File: src/rtl/rtimer_ctrl.sv
// rtimer_ctrl: BCD timer with button-edited preset. It counts down from the preset, or up from
// zero to the preset, one centisecond per clock. It signals the terminal count on a blinking
// output.
module rtimer_ctrl #(
  parameter logic [7:0]  DEF_MIN     = 8'h05,
  parameter logic [7:0]  DEF_SEC     = 8'h00,
  parameter logic [7:0]  DEF_MS10    = 8'h00,
  parameter logic [7:0]  MIN_LIMIT   = 8'h99,
  parameter bit          AUTO_RELOAD = 1'b0,
  parameter int unsigned BLINK_TICKS = 50
) (
  input  logic       clk_core,
  input  logic       rst,
  input  logic       left_button,
  input  logic       right_button,
  input  logic       up_button,
  input  logic       down_button,
  input  logic       center_button,
  input  logic       mode_i,
  output logic [7:0] min_o,
  output logic [7:0] sec_o,
  output logic [7:0] ms_10_o,
  output logic [1:0] target,
  output logic       running_o,
  output logic       time_out_o
);

  typedef enum logic [1:0] {StSet, StRun, StPause, StDone} state_e;

  localparam logic [7:0] BlinkLast = 8'(BLINK_TICKS - 1);

  // BCD +1 with wrap to 00 past lim.
  function automatic logic [7:0] bcd_inc(input logic [7:0] v, input logic [7:0] lim);
    if (v == lim) return 8'h00;
    if (v[3:0] == 4'd9) return {v[7:4] + 4'd1, 4'd0};
    return v + 8'd1;
  endfunction

  // BCD -1 with wrap from 00 to lim.
  function automatic logic [7:0] bcd_dec(input logic [7:0] v, input logic [7:0] lim);
    if (v == 8'h00) return lim;
    if (v[3:0] == 4'd0) return {v[7:4] - 4'd1, 4'd9};
    return v - 8'd1;
  endfunction

  state_e      state_q, state_d;
  logic [1:0]  target_q, target_d;
  logic [7:0]  pre_min_q, pre_min_d;
  logic [7:0]  pre_sec_q, pre_sec_d;
  logic [7:0]  pre_ms_q, pre_ms_d;
  logic [23:0] cnt_q, cnt_d;
  logic        mode_q, mode_d;
  logic        tout_q, tout_d;
  logic [7:0]  blink_q, blink_d;
  logic [4:0]  btn_prev_q;

  logic [4:0]  btn, press;
  logic [2:0]  dir_count;
  logic        single, c_ev, l_ev, r_ev, u_ev, d_ev;
  logic [23:0] preset_all, reload_val, tick;
  logic [7:0]  tick_min, tick_sec, tick_ms;
  logic        tick_done;

  assign btn   = {center_button, left_button, right_button, up_button, down_button};
  assign press = btn & ~btn_prev_q;

  // Simultaneous directional presses cancel each other; center beats everything.
  assign dir_count = 3'(press[3]) + 3'(press[2]) + 3'(press[1]) + 3'(press[0]);
  assign single    = (dir_count == 3'd1) && !press[4];
  assign c_ev      = press[4];
  assign l_ev      = single & press[3];
  assign r_ev      = single & press[2];
  assign u_ev      = single & press[1];
  assign d_ev      = single & press[0];

  assign preset_all = {pre_min_q, pre_sec_q, pre_ms_q};
  assign reload_val = mode_q ? 24'h0 : preset_all;

  // One-centisecond step of the running counter with BCD carry/borrow.
  always_comb begin
    tick_ms  = cnt_q[7:0];
    tick_sec = cnt_q[15:8];
    tick_min = cnt_q[23:16];
    if (mode_q) begin
      tick_ms = bcd_inc(cnt_q[7:0], 8'h99);
      if (cnt_q[7:0] == 8'h99) begin
        tick_sec = bcd_inc(cnt_q[15:8], 8'h59);
        if (cnt_q[15:8] == 8'h59) tick_min = bcd_inc(cnt_q[23:16], MIN_LIMIT);
      end
    end else begin
      tick_ms = bcd_dec(cnt_q[7:0], 8'h99);
      if (cnt_q[7:0] == 8'h00) begin
        tick_sec = bcd_dec(cnt_q[15:8], 8'h59);
        if (cnt_q[15:8] == 8'h00) tick_min = bcd_dec(cnt_q[23:16], MIN_LIMIT);
      end
    end
  end

  assign tick      = {tick_min, tick_sec, tick_ms};
  assign tick_done = mode_q ? (tick == preset_all) : (tick == 24'h0);

  // Next-state and datapath updates for the SET/RUN/PAUSE/DONE controller.
  always_comb begin
    state_d   = state_q;
    target_d  = target_q;
    pre_min_d = pre_min_q;
    pre_sec_d = pre_sec_q;
    pre_ms_d  = pre_ms_q;
    cnt_d     = cnt_q;
    mode_d    = mode_q;
    tout_d    = tout_q;
    blink_d   = blink_q;
    unique case (state_q)
      StSet: begin
        if (c_ev) begin
          // An all-zero preset would finish instantly, so the start press is ignored.
          if (preset_all != 24'h0) begin
            state_d = StRun;
            mode_d  = mode_i;
            cnt_d   = mode_i ? 24'h0 : preset_all;
          end
        end else if (l_ev) begin
          if (target_q != 2'b10) target_d = target_q + 2'd1;
        end else if (r_ev) begin
          if (target_q != 2'b00) target_d = target_q - 2'd1;
        end else if (u_ev || d_ev) begin
          case (target_q)
            2'b00:   pre_ms_d  = u_ev ? bcd_inc(pre_ms_q, 8'h99) : bcd_dec(pre_ms_q, 8'h99);
            2'b01:   pre_sec_d = u_ev ? bcd_inc(pre_sec_q, 8'h59) : bcd_dec(pre_sec_q, 8'h59);
            default: pre_min_d = u_ev ? bcd_inc(pre_min_q, MIN_LIMIT)
                                      : bcd_dec(pre_min_q, MIN_LIMIT);
          endcase
        end
      end
      StRun: begin
        if (c_ev) begin
          state_d = StPause;
        end else if (r_ev) begin
          cnt_d = reload_val;
        end else begin
          cnt_d = tick;
          if (tick_done) begin
            state_d = StDone;
            tout_d  = 1'b1;
            blink_d = 8'd0;
          end
        end
      end
      StPause: begin
        if (c_ev) begin
          state_d = StRun;
        end else if (r_ev) begin
          state_d  = StSet;
          target_d = 2'b01;
        end
      end
      StDone: begin
        if (AUTO_RELOAD) begin
          state_d = StRun;
          cnt_d   = reload_val;
          tout_d  = 1'b0;
          blink_d = 8'd0;
        end else if (c_ev || r_ev) begin
          state_d  = StSet;
          target_d = 2'b01;
          tout_d   = 1'b0;
          blink_d  = 8'd0;
        end else if (blink_q == BlinkLast) begin
          blink_d = 8'd0;
          tout_d  = ~tout_q;
        end else begin
          blink_d = blink_q + 8'd1;
        end
      end
    endcase
  end

  // State registers; reset aborts any activity immediately.
  always_ff @(posedge clk_core or posedge rst) begin
    if (rst) begin
      state_q    <= StSet;
      target_q   <= 2'b01;
      pre_min_q  <= DEF_MIN;
      pre_sec_q  <= DEF_SEC;
      pre_ms_q   <= DEF_MS10;
      cnt_q      <= 24'h0;
      mode_q     <= 1'b0;
      tout_q     <= 1'b0;
      blink_q    <= 8'd0;
      btn_prev_q <= 5'h1f;
    end else begin
      state_q    <= state_d;
      target_q   <= target_d;
      pre_min_q  <= pre_min_d;
      pre_sec_q  <= pre_sec_d;
      pre_ms_q   <= pre_ms_d;
      cnt_q      <= cnt_d;
      mode_q     <= mode_d;
      tout_q     <= tout_d;
      blink_q    <= blink_d;
      btn_prev_q <= btn;
    end
  end

  // Display shows the preset while editing, the counter otherwise.
  always_comb begin
    if (state_q == StSet) begin
      {min_o, sec_o, ms_10_o} = preset_all;
      target                  = target_q;
    end else begin
      {min_o, sec_o, ms_10_o} = cnt_q;
      target                  = 2'b11;
    end
  end

  assign running_o  = (state_q == StRun);
  assign time_out_o = tout_q;

endmodule

File: config.mk
export PLATFORM = sky130hd
export DESIGN_NAME = rtimer_ctrl
export DESIGN_NICKNAME = d
export VERILOG_FILES = /design/src/rtl/rtimer_ctrl.sv
export SDC_FILE = /design/constraint.sdc
export NUM_CORES = 1
export LEC_CHECK = 0
export CAP_MARGIN = 20
export CELL_PAD_IN_SITES_DETAIL_PLACEMENT = 0
export CELL_PAD_IN_SITES_GLOBAL_PLACEMENT = 1
export CORE_MARGIN = 2
export CORE_UTILIZATION = 30
export CTS_BUF_LIST = sky130_fd_sc_hd__clkbuf_8
export DETAILED_ROUTE_END_ITERATION = 8
export DONT_BUFFER_PORTS = 1
export HOLD_SLACK_MARGIN = 0.12
export PLACE_DENSITY_LB_ADDON = 0.05
export SLEW_MARGIN = 25
export SYNTH_ARGS = -nofsm -noshare
export SYNTH_HDL_FRONTEND = slang
export SYNTH_SLANG_ARGS = --single-unit
File: constraint.sdc
create_clock -name clk_core -period 4.92 [get_ports clk_core]
set_clock_uncertainty 0.05 [all_clocks]
set_input_delay 0.246 -clock clk_core [delete_from_list [all_inputs] [get_ports clk_core]]
set_output_delay 0.246 -clock clk_core [all_outputs]
set_load 0.03 [all_outputs]
==> results of run 1 <==
-- what timing repair did --
item	CTS	global route
endpoints found under the hold margin	31	0
resized for setup	0	2
hold buffers	7	0
setup endpoints to repair	0	7
-- sequential cells by signal, indices dropped and copies added (netlist names) --
name,cells
blink_q,8
target_q,2
pre_sec_q,8
time_out_o,1
cnt_q,24
pre_min_q,8
pre_ms_q,8
mode_q,1
btn_prev_q,5
state_q,2
-- path summary, 6_finish.rpt --
check / end / slack [ps] / cells past startpoint / startpoint
worst max-delay path: time_out_o$_DFFE_PP0P_ / 400 / 13 / cnt_q[9]$_DFFE_PP0P_
worst min-delay path: state_q[0]$_DFFE_PP0P_ / 180 / 4 / center_button
worst max register to register: time_out_o$_DFFE_PP0P_ / 400 / 13 / cnt_q[9]$_DFFE_PP0P_
worst min register to register: blink_q[7]$_DFFE_PP0P_ / 470 / 1 / blink_q[7]$_DFFE_PP0P_
max in group asynchronous: cnt_q[20]$_DFFE_PP0P_ / 3510 / 3 / rst
min in group asynchronous: target_q[1]$_DFFE_PP0P_ / 230 / 2 / rst
-- cell type report --
class,count,area [sq um],area share (%)
Multi-Input combinational cell,865,5690,66.5
Sequential cell,67,1690,19.7
Tap cell,335,419,4.90
Timing Repair Buffer,47,370,4.33
Inverter,49,185,2.16
Clock buffer,9,124,1.45
Clock inverter,7,85.1,0.994
-- Yosys cell counts (5+ instances only) --
master	n
a2111oi_0	6
a211oi_1	6
a21o_1	6
a21oi_1	97
a22o_1	11
a22oi_1	12
a311oi_1	8
a31oi_1	19
a32oi_1	7
and2_1	9
and3_1	13
and3b_1	7
buf_2	7
clkbuf_1	69
dfrtp_1	59
dfstp_2	8
ha_1	51
inv_1	49
mux2_2	9
mux2i_1	12
nand2_1	102
nand2b_1	13
nand3_1	45
nand3b_1	9
nand4_1	16
nor2_1	97
nor2b_1	7
nor3_1	40
nor3b_1	8
nor4_1	13
o211ai_1	10
o21a_1	6
o21ai_0	74
o22ai_1	9
o31ai_1	6
o32ai_1	7
or2_2	8
or3_1	5
or4_1	6
xnor2_1	23
xor2_1	7
-- worst max-delay path, stage by stage, from the launching register on --
cell,delay (ps)
dfrtp_1,510
inv_1,210
ha_1,280
nor3b_2,480
nand4_1,370
nor3_1,420
o21ai_0,200
a2111oi_1,660
nand4_1,290
or3_4,410
o311ai_4,160
buf_4,210
a31oi_1,70
nor2_1,130
-- placed cells by master (no fill, tap or decap), types with 9 or more instances in the layout --
master      n
buf_4      40
a22oi_1    12
o21ai_0    70
mux2_2      9
inv_1      48
a31oi_1    19
nand4_1    16
nor2_1     97
o22ai_1     9
and3_1     13
nand2b_1   13
nand2_1   102
a21oi_1    96
nand3b_1    9
nor3_1     39
a22o_1     11
nor4_1     13
nand3_1    45
and2_1      9
dfrtp_1    59
clkbuf_8    9
mux2i_1    12
xnor2_1    23
o211ai_1   10
ha_1       49
-- per-layer routing --
| metal | track usage [%] | vias to the layer above | wire length, um |
|---|---|---|---|
| met3 | 2.57 | 46 | 1440 |
| met2 | 36.0 | 204 | 14300 |
| met5 | 0 | - | 0 |
| met4 | 7.22 | 0 | 810 |
| met1 | 31.8 | 3963 | 14800 |
| li1 | - | 3893 | - |
-- stage by stage --
step | utilization [%] | power (mW)
3_3_place_gp | 31.9 | 5.84
2_1_floorplan | - | 4.44
3_5_place_dp | 31.9 | 5.74
6_report | 33.0 | 6.35
5_1_grt | 33.0 | 6.87
4_1_cts | 33.0 | 6.32
-- cell families after synthesis --
family / count (synthesis) / synth area share, %
AND/OR/NAND/NOR: 431 / 29.3
AO/OA/AOI/OAI: 329 / 27.3
buffers and inverters: 132 / 6.87
flip-flops: 67 / 21.4
adder cells (fa/ha/maj): 52 / 8.35
XOR/XNOR: 30 / 3.33
multiplexers: 23 / 3.38
-- power by group through the flow --
stage | logic [mW] | registers (mW) | clock network, mW
3_3_place_gp | 4.48 | 1.35 | 0
3_5_place_dp | 4.40 | 1.34 | 0
6_report | 4.46 | 1.34 | 0.541
4_1_cts | 4.43 | 1.33 | 0.557
5_1_grt | 4.89 | 1.40 | 0.581
2_1_floorplan | 3.46 | 0.986 | 0
==> out/metrics.cfg, run 1 <==
[die]
core_sq_um=25900
rows=59
fp.dieH_um=166
initial_core_util_pct=30.4
num_io_pins=36
dieArea_sq_um=27600
die_w_um=166

[drt]
drtIter0Drc=674
viasPerCell=5.88
vias=8106
drc_errors=0
ant_nets=0
wl_per_cell_um=22.7
dr.pass1.iters=5
wl_mm=31.4

[setup_path]
cp-end-kind=flip-flop
cp_max_fo=10
arrival_ps=4790
crit_type=flip-flop to flip-flop
worstPathRequired_ps=5190
critPathLaunchType=flip-flop

[synthesis]
syn_avg_cell_area_sq_um=7.41
synthArstFlopShare_pct=100
synth_top_area_share_pct=18.7
ys_ff_latch=67
yosysUniqueCellTypes=90
synthCells=1064
synth_edf_count=0
ys.flop_type=dfrtp_1
yosysSeqAreaShare_pct=21.4
ys_warn_count=0
synth_nets=1124
synthTopCellsByArea=dfrtp_1, ha_1, a21oi_1
synth.largest_area_cell=dfrtp_1
syn_area_sq_um=7890

[finish]
drive_gt1_share_pct=10.5
filler_cell_count=2781
areaGrowthSynthToFinish_pct=8.51
nNetsFinal=1099
stdcell_area_sq_um=8560
instances_no_fill=1379
diodes=0

[clock_tree]
clock_latency_ps=390
root_buffer=clkbuf_8
cts.path.max_buffers=2
cts_setup_buffers=0
cts_sinks=67
path_clk_slew_ps=110
cts_max_level=3
numCtsBuffers=9
cts_tree=built

[timing]
hold_viol_final=0
layout_min_cycle_time_ps=4520
setup_violations=0
hold_slack_ps=181
fin_ws_ps=395
grt_setup_unrepaired=false
tns_ps=0
relSlewSlack_pct=28.8
max_freq_ghz=0.221
slew_violations=0
tightest_slew_ps=1060
period_share_pct=92.0

[pwr]
power_frac_clock_pct=8.5
power_frac_seq_pct=21.2
p_int_mw=2.55
peakVddDrop_mv=0.208
swShare_pct=59.8
cellPowerDensity_nw_per_um2=742
combPwrFrac_pct=70.3
switchingPower_mw=3.79
cellLeakagePower_nw=3.35

[place]
dp_hpwl_mm=23.4
place_congestion=0.869
portBuffers=0
place_area_sq_um=8270
dp.cells=1356
pre_cts_ws_ps=283

[grt]
grt_usage_pct=22.5
grt_pass1_vias=7727
grt_antenna_before_repair=0
grt-ovfl-total=0
grt_pass1_wl_mm=48.5
grt_max_degree=51

[run]
drv_cap=0

[hold_path]
hold_path_class=input pin to flip-flop

[outcome]
status=completed

Note: power is estimated with default switching activity, not from simulation.
==> run 2, diff against run 1 <==
==> constraint.sdc (replaced) <==
create_clock -name clk_core -period 4.92 [get_ports clk_core]
set_clock_uncertainty 0.05 [all_clocks]
set_input_delay 0.246 -clock clk_core [delete_from_list [all_inputs] [get_ports clk_core]]
set_output_delay 0.246 -clock clk_core [all_outputs]
set_load 0.02 [all_outputs]
==> out/metrics.cfg, run 2 (synthesized netlist as in run 1, its figures left out) <==
[clock_tree]
clock_latency_ps=380  ; about the same
cts_sinks=67  ; unchanged
numCtsBuffers=9  ; unchanged
postCtsResizedCells=0  ; unchanged
root_buffer=clkbuf_8
cts.path.max_buffers=2  ; unchanged
cts_tree=built
path_clk_slew_ps=90  ; -20 ps
cts_max_level=3  ; unchanged
cts_setup_buffers=0  ; unchanged

[place]
dp_hpwl_mm=23.2  ; -0.90%
pre_cts_ws_ps=403  ; +120 ps
portBuffers=0  ; unchanged
dp.cells=1352  ; -0.29%
place_congestion=0.863  ; -0.76%

[finish]
final_common_cell=nand2_1
layout_common_cells=nand2_1, nor2_1, a21oi_1
areaGrowthSynthToFinish_pct=8.11
regMostFlops=cnt_q
instances_no_fill=1375  ; -0.29%
drive_gt1_share_pct=10.1  ; -0.44 points
final_core_util_pct=32.9  ; -0.12 points
diodes=0  ; unchanged
largest_reg_flops=24  ; unchanged
nNetsFinal=1095  ; -0.36%

[die]
fp.dieH_um=166  ; unchanged
rows=59  ; unchanged
num_io_pins=36  ; unchanged
die_w_um=166  ; unchanged
core_sq_um=25900  ; unchanged
dieArea_sq_um=27600  ; unchanged
initial_core_util_pct=30.4  ; unchanged

[grt]
grt_antenna_before_repair=0  ; unchanged
grt_max_degree=52  ; +2.0%
grt_usage_pct=22.4  ; -0.10 points
grt_pass1_vias=7846  ; +1.5%
grt-ovfl-total=0  ; unchanged
grt_pass1_wl_mm=48.7  ; +0.57%

[run]
drv_cap=0  ; unchanged

[drt]
viasPerCell=5.84  ; -0.64%
drc_errors=0  ; unchanged
wl_per_cell_um=22.7  ; -0.25%
drtIter0Drc=616  ; -8.6%
dr.pass1.iters=5  ; unchanged
wl_mm=31.2  ; -0.54%
vias=8031  ; -0.93%
ant_nets=0  ; unchanged

[timing]
relSlewSlack_pct=30.0  ; +1.2 points
hold_viol_final=0  ; unchanged
setup_violations=0  ; unchanged
tns_ps=0  ; unchanged
tightest_slew_ps=1040  ; -17.6 ps
hold_slack_ps=175  ; -6.47 ps
max_freq_ghz=0.215  ; -2.8%
grt_setup_unrepaired=false
slew_violations=0  ; unchanged
period_share_pct=94.6  ; +2.6 points
layout_min_cycle_time_ps=4650  ; +130 ps
fin_ws_ps=265  ; -130 ps

[pwr]
cellLeakagePower_nw=3.34  ; -0.35%
cellPowerDensity_nw_per_um2=723  ; -2.4%
peakVddDrop_mv=0.253  ; +22%

[outcome]
status=completed

[setup_path]
critPathLaunchType=flip-flop
arrival_ps=4860  ; +70 ps
worstPathRequired_ps=5120  ; -70 ps
cp_max_fo=12  ; +2
crit_type=flip-flop to flip-flop
cp-end-kind=flip-flop

[hold_path]
hold_path_class=input pin to flip-flop

[run 2: cell count changes in the layout (fill, tap and decap cells not counted), sizes merged]
cell	change
buf	-4
inv	-2
clkbuf	+3
clkinvlp	-1
[run 2: power breakdown]
group	internal (mW)	switching [mW]	leakage (nW)	total, mW
Combinational	1.49	2.77	2.42	4.27
Clock	0.276	0.264	0.110	0.540
Sequential	0.786	0.574	0.811	1.36
[run 2: cell type report]
class | instances | area [sq um]
Clock inverter | 4 | 50.0
Sequential cell | 67 | 1690
Fill cell | 2811 | 17400
Timing Repair Buffer | 43 | 340
Clock buffer | 12 | 165
Multi-Input combinational cell | 865 | 5680
Tap cell | 335 | 419
Inverter | 49 | 185
[run 2: worst paths after layout]
check	endpoint	cells after the start	start	slack, ps
setup reg to reg	blink_q[0]$_DFFE_PP0P_	13	cnt_q[5]$_DFFE_PP0P_	270
hold / removal	state_q[0]$_DFFE_PP0P_	4	center_button	170
min in group asynchronous	target_q[1]$_DFFE_PP0P_	2	rst	270
max in group asynchronous	cnt_q[15]$_DFFE_PP0P_	3	rst	3510
hold reg to reg	blink_q[7]$_DFFE_PP0P_	1	blink_q[7]$_DFFE_PP0P_	460
setup / recovery	blink_q[0]$_DFFE_PP0P_	13	cnt_q[5]$_DFFE_PP0P_	270
[run 2: metrics by stage]
stage	power (mW)	area (sq um)
after floorplan	4.31	7890
after global placement	5.65	8240
after detailed placement	5.58	8240
after CTS	6.16	8520
after global routing	6.70	8520
final	6.17	8520
[run 2: layer usage]
layer / GRT usage, % / routed length (um) / vias to the layer above
met2: 35.4 / 14100 / 202
met3: 2.65 / 1250 / 41
li1: - / - / 3862
met1: 31.8 / 14900 / 3926
met4: 7.49 / 884 / 0
met5: 0 / 0 / -
[run 2: worst max-delay path: stages, from the launching register on]
cell and delay, ps:
dfrtp_1 480, inv_1 170, ha_1 220, nor3b_2 620
nand4_1 450, or4_1 630, a31oi_1 480, xnor2_1 210
nand3_1 110, nor4bb_1 320, a31oi_1 220, buf_4 230
nor2_1 210, o22ai_1 140
[run 2: repair_timing]
action | CTS | global route
endpoints found under the hold margin | 33 | 0
hold buffers | 7 | 0
endpoints found under the setup margin | 0 | 0
